<file path="src/rtl/slowfil_pkg.sv">
// Shared state encoding and default widths for the slow shift-register FIR family.
package slowfil_pkg;

    typedef enum logic [1:0] {
        IDLE,
        LOAD,
        FLUSH
    } state_t;

    localparam int DEF_NTAPS = 128;
    localparam int DEF_TW    = 12;
    localparam int DEF_IW    = 12;

endpackage

</file>
<file path="src/rtl/slowfil_tap_ram.sv">
// Coefficient staging memory: one write port, one registered read port.
module slowfil_tap_ram
    import slowfil_pkg::*;
#(
    parameter int NTAPS = DEF_NTAPS,
    parameter int TW    = DEF_TW,
    parameter int AW    = 7
) (
    input  logic          clk,
    input  logic          wr,
    input  logic [AW-1:0] wr_addr,
    input  logic [TW-1:0] wr_data,
    input  logic          rd,
    input  logic [AW-1:0] rd_addr,
    output logic [TW-1:0] rd_data
);

    localparam int IDXW = $clog2(NTAPS);

    logic [TW-1:0] mem [NTAPS];
    logic          wr_ok;

    // Addresses beyond the tap count are dropped rather than aliased.
    assign wr_ok = wr && ({1'b0, wr_addr} < (AW+1)'(NTAPS));

    always_ff @(posedge clk) begin
        if (wr_ok) begin
            mem[wr_addr[IDXW-1:0]] <= wr_data;
        end
        if (rd) begin
            rd_data <= mem[rd_addr[IDXW-1:0]];
        end
    end

endmodule

</file>
<file path="src/rtl/slowfil_tap_loader.sv">
// Streams a staged coefficient set into a slow FIR tap port, gating and optionally
// flushing the sample path so old history never meets new taps.
module slowfil_tap_loader
    import slowfil_pkg::*;
#(
    parameter int NTAPS     = DEF_NTAPS,
    parameter int TW        = DEF_TW,
    parameter int IW        = DEF_IW,
    parameter int AW        = 7,
    parameter int FLUSH     = 1,
    parameter int FLUSH_GAP = 128
) (
    input  logic          i_clk,
    input  logic          i_reset,
    input  logic          i_wr,
    input  logic [AW-1:0] i_addr,
    input  logic [TW-1:0] i_data,
    input  logic          i_commit,
    output logic          o_busy,
    input  logic          i_ce,
    input  logic [IW-1:0] i_sample,
    output logic          o_tap_wr,
    output logic [TW-1:0] o_tap,
    output logic          o_ce,
    output logic [IW-1:0] o_sample,
    output logic          o_dropped
);

    localparam int           GW    = $clog2(FLUSH_GAP + 1);
    localparam logic [AW:0]  NT_C  = (AW+1)'(NTAPS);

    state_t         state, state_nxt;
    logic [AW-1:0]  rd_cnt;
    logic           rd_done;
    logic [GW-1:0]  gap_cnt;
    logic [AW:0]    flush_cnt;
    logic           rd_en;
    logic           fire;
    logic           load_exit;
    logic           tap_wr_p1;
    logic [TW-1:0]  rd_data_p1;

    slowfil_tap_ram #(
        .NTAPS (NTAPS),
        .TW    (TW),
        .AW    (AW)
    ) u_ram (
        .clk     (i_clk),
        .wr      (i_wr),
        .wr_addr (i_addr),
        .wr_data (i_data),
        .rd      (rd_en),
        .rd_addr (rd_cnt),
        .rd_data (rd_data_p1)
    );

    // rd_done marks the cycle where the address-0 tap is on the port.
    always_comb begin
        state_nxt = state;
        rd_en     = 1'b0;
        fire      = 1'b0;
        load_exit = 1'b0;
        case (state)
            slowfil_pkg::IDLE: begin
                if (i_commit) begin
                    state_nxt = slowfil_pkg::LOAD;
                end
            end
            slowfil_pkg::LOAD: begin
                rd_en = !rd_done;
                if (rd_done) begin
                    load_exit = 1'b1;
                    state_nxt = (FLUSH != 0) ? slowfil_pkg::FLUSH : slowfil_pkg::IDLE;
                    fire      = (FLUSH != 0) && (FLUSH_GAP == 1);
                end
            end
            slowfil_pkg::FLUSH: begin
                fire = (gap_cnt == GW'(1)) && (flush_cnt < NT_C);
                if (o_ce && (flush_cnt == NT_C)) begin
                    state_nxt = slowfil_pkg::IDLE;
                end
            end
            default: state_nxt = slowfil_pkg::IDLE;
        endcase
    end

    // Stage p1: registered tap strobe alongside RAM read data, sample path, counters.
    always_ff @(posedge i_clk) begin
        if (i_reset) begin
            state     <= slowfil_pkg::IDLE;
            rd_cnt    <= '0;
            rd_done   <= 1'b0;
            gap_cnt   <= '0;
            flush_cnt <= '0;
            tap_wr_p1 <= 1'b0;
            o_ce      <= 1'b0;
            o_sample  <= '0;
            o_dropped <= 1'b0;
        end else begin
            state     <= state_nxt;
            tap_wr_p1 <= rd_en;
            o_dropped <= i_ce && (state != slowfil_pkg::IDLE);

            if (state == slowfil_pkg::IDLE) begin
                o_ce     <= i_ce;
                o_sample <= i_sample;
            end else begin
                o_ce     <= fire;
                o_sample <= '0;
            end

            if ((state == slowfil_pkg::IDLE) && i_commit) begin
                rd_cnt    <= AW'(NTAPS - 1);
                rd_done   <= 1'b0;
                flush_cnt <= '0;
            end

            if (rd_en) begin
                if (rd_cnt == '0) begin
                    rd_done <= 1'b1;
                end else begin
                    rd_cnt <= rd_cnt - 1'b1;
                end
            end

            // The gap counter reloads on every strobe so spacing is exact.
            if (fire) begin
                gap_cnt   <= GW'(FLUSH_GAP);
                flush_cnt <= flush_cnt + 1'b1;
            end else if (load_exit) begin
                gap_cnt <= GW'(FLUSH_GAP - 1);
            end else if (state == slowfil_pkg::FLUSH) begin
                gap_cnt <= gap_cnt - 1'b1;
            end
        end
    end

    assign o_busy   = (state != slowfil_pkg::IDLE);
    assign o_tap_wr = tap_wr_p1;
    assign o_tap    = tap_wr_p1 ? rd_data_p1 : '0;

endmodule
</file>
<file path="config.mk">
export PLATFORM = sky130hd
export DESIGN_NAME = slowfil_tap_loader
export DESIGN_NICKNAME = d
export VERILOG_FILES = /design/src/rtl/slowfil_pkg.sv /design/src/rtl/slowfil_tap_ram.sv /design/src/rtl/slowfil_tap_loader.sv
export SDC_FILE = /design/constraint.sdc
export NUM_CORES = 2
export LEC_CHECK = 0
export BUFFER_PORTS_ARGS = -buffer_cell sky130_fd_sc_hd__buf_2
export CAP_MARGIN = 30
export CELL_PAD_IN_SITES_DETAIL_PLACEMENT = 1
export CELL_PAD_IN_SITES_GLOBAL_PLACEMENT = 1
export CORE_ASPECT_RATIO = 0.5
export CORE_MARGIN = 2
export CORE_UTILIZATION = 30
export DETAILED_ROUTE_END_ITERATION = 10
export PLACE_DENSITY = 0.58
export REMOVE_ABC_BUFFERS = 1
export SETUP_SLACK_MARGIN = 0.1
export SLEW_MARGIN = 5
export SYNTH_ARGS = -nofsm -noshare
export SYNTH_HDL_FRONTEND = slang
export SYNTH_SLANG_ARGS = --single-unit
</file>
<file path="constraint.sdc">
create_clock -name i_clk -period 7.14 [get_ports i_clk]
set_input_delay 0.357 -clock i_clk [delete_from_list [all_inputs] [get_ports i_clk]]
set_output_delay 0.357 -clock i_clk [all_outputs]
set_load 0.01 [all_outputs]
</file>
==> flow_summary.yaml <==
status:
  status: "finished, final reports clean"
layout:
  layout.cells.non_filler: 6351
  layout-drive-gt1-share_pct: 20.0
  final_nets: 3537
  area_growth_syn_to_layout_pct: 15.3
worst_setup_path:
  cp.arrival_ns: 4.91
  regToRegSetupSlack_ns: 2.72
  cp_max_fo: 41
  worstSetupStartpointType: "register"
  critPathKind: "register to register"
  critPathCaptureType: "register"
  worstPathRequired_ns: 7.63
timing:
  finalHoldViolCount: 0
  rsz0062_at_grt: "no"
  hold-worst-slack_ns: 0.0763
  fin_skew_ns: 0.0230
  tightest_slew_ns: 1.08
  finalSetupViolCount: 0
  finalWorstSetupSlack_ns: 2.72
  slew_viol_final: 0
  fmax_mhz: 226
  fin_crit_ns: 4.42
  slew_headroom_pct: 27.4
  period_share_pct: 61.9
drt:
  antenna_left: 0
  remaining_drc_errors: 0
  drt_first_pass_iters: 5
  drt_iter0_drc: 3117
  viasPerCell: 5.16
  totalWireLength_um: 182000
  routedWlPerCell_um: 28.6
  vias: 32772
flow_run:
  drv_cap: 0
synth:
  syn_inst: 3258
  synthArstFlopShare_pct: 0
  synth_flop_cell: "edfxtp_1"
  ys_ff_latch: 1589
  synthDistinctLibCells: 57
  netlist_area_um2: 62000
  yosys_warnings: 0
  synth_edf_count: 1548
  syn_area_per_cell_um2: 19.0
  ys_seq_area_share_pct: 76.3
clocking:
  post-cts-setup-buffers: 0
  cts_buffers: 156
  clock_sinks: 1589
  cts_tree: "done"
  cts-resized-gates: 0
  clock_path_buffers: 3
  cts-root-buf: "clkbuf_16"
  htreeDepth: 4
  clock_latency_ns: 0.78
  holdBufCountCts: 17
  clkTransAtPathRegs_ns: 0.06
die:
  rows: 117
  die_w_um: 647
  core_area_um2: 205000
  die_h_um: 326
  die_area_um2: 211000
  initial_core_util_pct: 30.3
  pin_count: 64
place:
  gp_congestion: 0.801
  dp_slack_ns: 2.65
  place_inst: 6042
  io_buffers: 63
  dp_hpwl_um: 110000
grt:
  grt_pass1_wl_um: 259000
  grt_usage_pct: 17.1
  grt_max_degree: 95
  grt_pass1_vias: 33787
  antenna_found_initial: 10
  grt.overflow.total: 0
pwr:
  powerDensity_nw_per_um2: 287
  vdd_ir_drop_max_uv: 161
  p_leak_uw: 0.0223
worst_hold_path:
  min_path_type: "primary input to register"
[state kept, by name, indices dropped and copies added, names as in the netlist]
signal	count
u_ram.mem	1536
o_sample	12
u_ram.rd_data	12
flush_cnt	8
gap_cnt	8
rd_cnt	7
state	2
o_ce	1
o_dropped	1
o_tap_wr	1
rd_done	1
[critical path, stage by stage, from the launching register on]
cell      delay (ns)
dfxtp_4         0.85
buf_4           0.67
nand2b_1        0.21
buf_4           0.37
nor2_1          0.09
o41ai_1         0.64
a21oi_1         0.29
o221ai_1        0.68
o21ai_0         0.21
[power by group]
part	switching [uW]	leakage (uW)	internal (uW)
registers	84.8	0.0143	10300
logic	1490	0.00574	770
clock network	3500	0.00232	4390
total	5080	0.0223	15500
[logic make-up (layout without fill, tap and decap cells)]
family / after synthesis / after routing / share of synthesized area (%)
flip-flops: 1589 / 1589 / 76.3
adder cells (fa/ha/maj): 6 / 6 / 0.121
AND/OR/NAND/NOR: 455 / 455 / 3.38
XOR/XNOR: 6 / 6 / 0.0847
multiplexers: 621 / 621 / 14.1
buffers and inverters: 200 / 551 / 1.77
other: 0 / 5 / 0
AO/OA/AOI/OAI: 381 / 381 / 4.24
[area by class of cell]
type / instances / area (um2)
Fill cell: 20272 / 133000
Sequential cell: 1589 / 47300
Multi-Input combinational cell: 1469 / 13800
Clock buffer: 202 / 4250
Tap cell: 2737 / 3420
Timing Repair Buffer: 270 / 2180
Clock inverter: 70 / 507
Inverter: 9 / 33.8
Antenna cell: 5 / 12.5
[final timing paths]
path | startpoint | end | depth (start not counted)
setup / recovery | rd_cnt[1] | u_ram.rd_data[5] | 8
setup reg to reg | rd_cnt[1] | u_ram.rd_data[5] | 8
hold / removal | i_data[3] | u_ram.mem[84][3] | 1
hold reg to reg | rd_done | rd_done | 2
[synthesized netlist by cell type, drive strengths merged (4+ instances only)]
| cell | count | share of area, % |
|---|---|---|
| a221oi | 32 | 0.45 |
| nor3 | 20 | 0.16 |
| o31ai | 7 | 0.085 |
| mux4 | 202 | 7.3 |
| and2 | 29 | 0.29 |
| a211oi | 17 | 0.21 |
| inv | 8 | 0.048 |
| clkbuf | 81 | 0.49 |
| o41ai | 19 | 0.27 |
| nor2b | 32 | 0.32 |
| nand3b | 5 | 0.061 |
| ha | 6 | 0.12 |
| nand2 | 70 | 0.42 |
| xor2 | 4 | 0.056 |
| mux2i | 404 | 6.5 |
| o221ai | 11 | 0.16 |
| o21ai | 57 | 0.46 |
| a31oi | 21 | 0.21 |
| o22ai | 31 | 0.31 |
| a2111oi | 6 | 0.085 |
| buf | 110 | 1.2 |
| mux2 | 15 | 0.27 |
| a22oi | 98 | 1.2 |
| edfxtp | 1548 | 75 |
| a221o | 4 | 0.065 |
| nand4 | 12 | 0.12 |
| o211ai | 4 | 0.048 |
| o2111ai | 6 | 0.085 |
| nand3 | 65 | 0.52 |
| dfxtp | 41 | 1.3 |
| nor2 | 196 | 1.2 |
| nand2b | 10 | 0.10 |
| a21oi | 56 | 0.45 |
[cell usage in the layout (no fill, tap or decap), types with 37 or more instances in the layout]
master     instances
mux4_2           202
a22oi_1           98
a21oi_1           56
o21ai_0           56
clkbuf_1          37
nor2_1           172
buf_2             52
clkbuf_16        163
nand2_1           68
mux2i_1          404
buf_4            176
nand3_1           61
edfxtp_1        1548
[metrics by stage]
| step | power (uW) | instance area, um2 | TNS, ns | utilization, % |
|---|---|---|---|---|
| 6_report | 20500 | 71500 | 0 | 35.0 |
| 2_1_floorplan | 12500 | 61000 | -318.75 | - |
| 3_3_place_gp | 12800 | 66200 | 0 | 32.4 |
| 5_1_grt | 21100 | 71500 | 0 | 35.0 |
| 3_5_place_dp | 12800 | 66300 | 0 | 32.4 |
| 4_1_cts | 20700 | 71300 | 0 | 34.8 |
[layer usage]
metal  vias up  part of all wire (%)  track usage, %
met5         -                     0               0
met3       234                   5.0            2.50
met2       976                    48            27.6
li1      13738                     -               -
met1     17824                    44            23.7
met4         0                   2.7            5.47
Power figures use the tool's default switching activity.
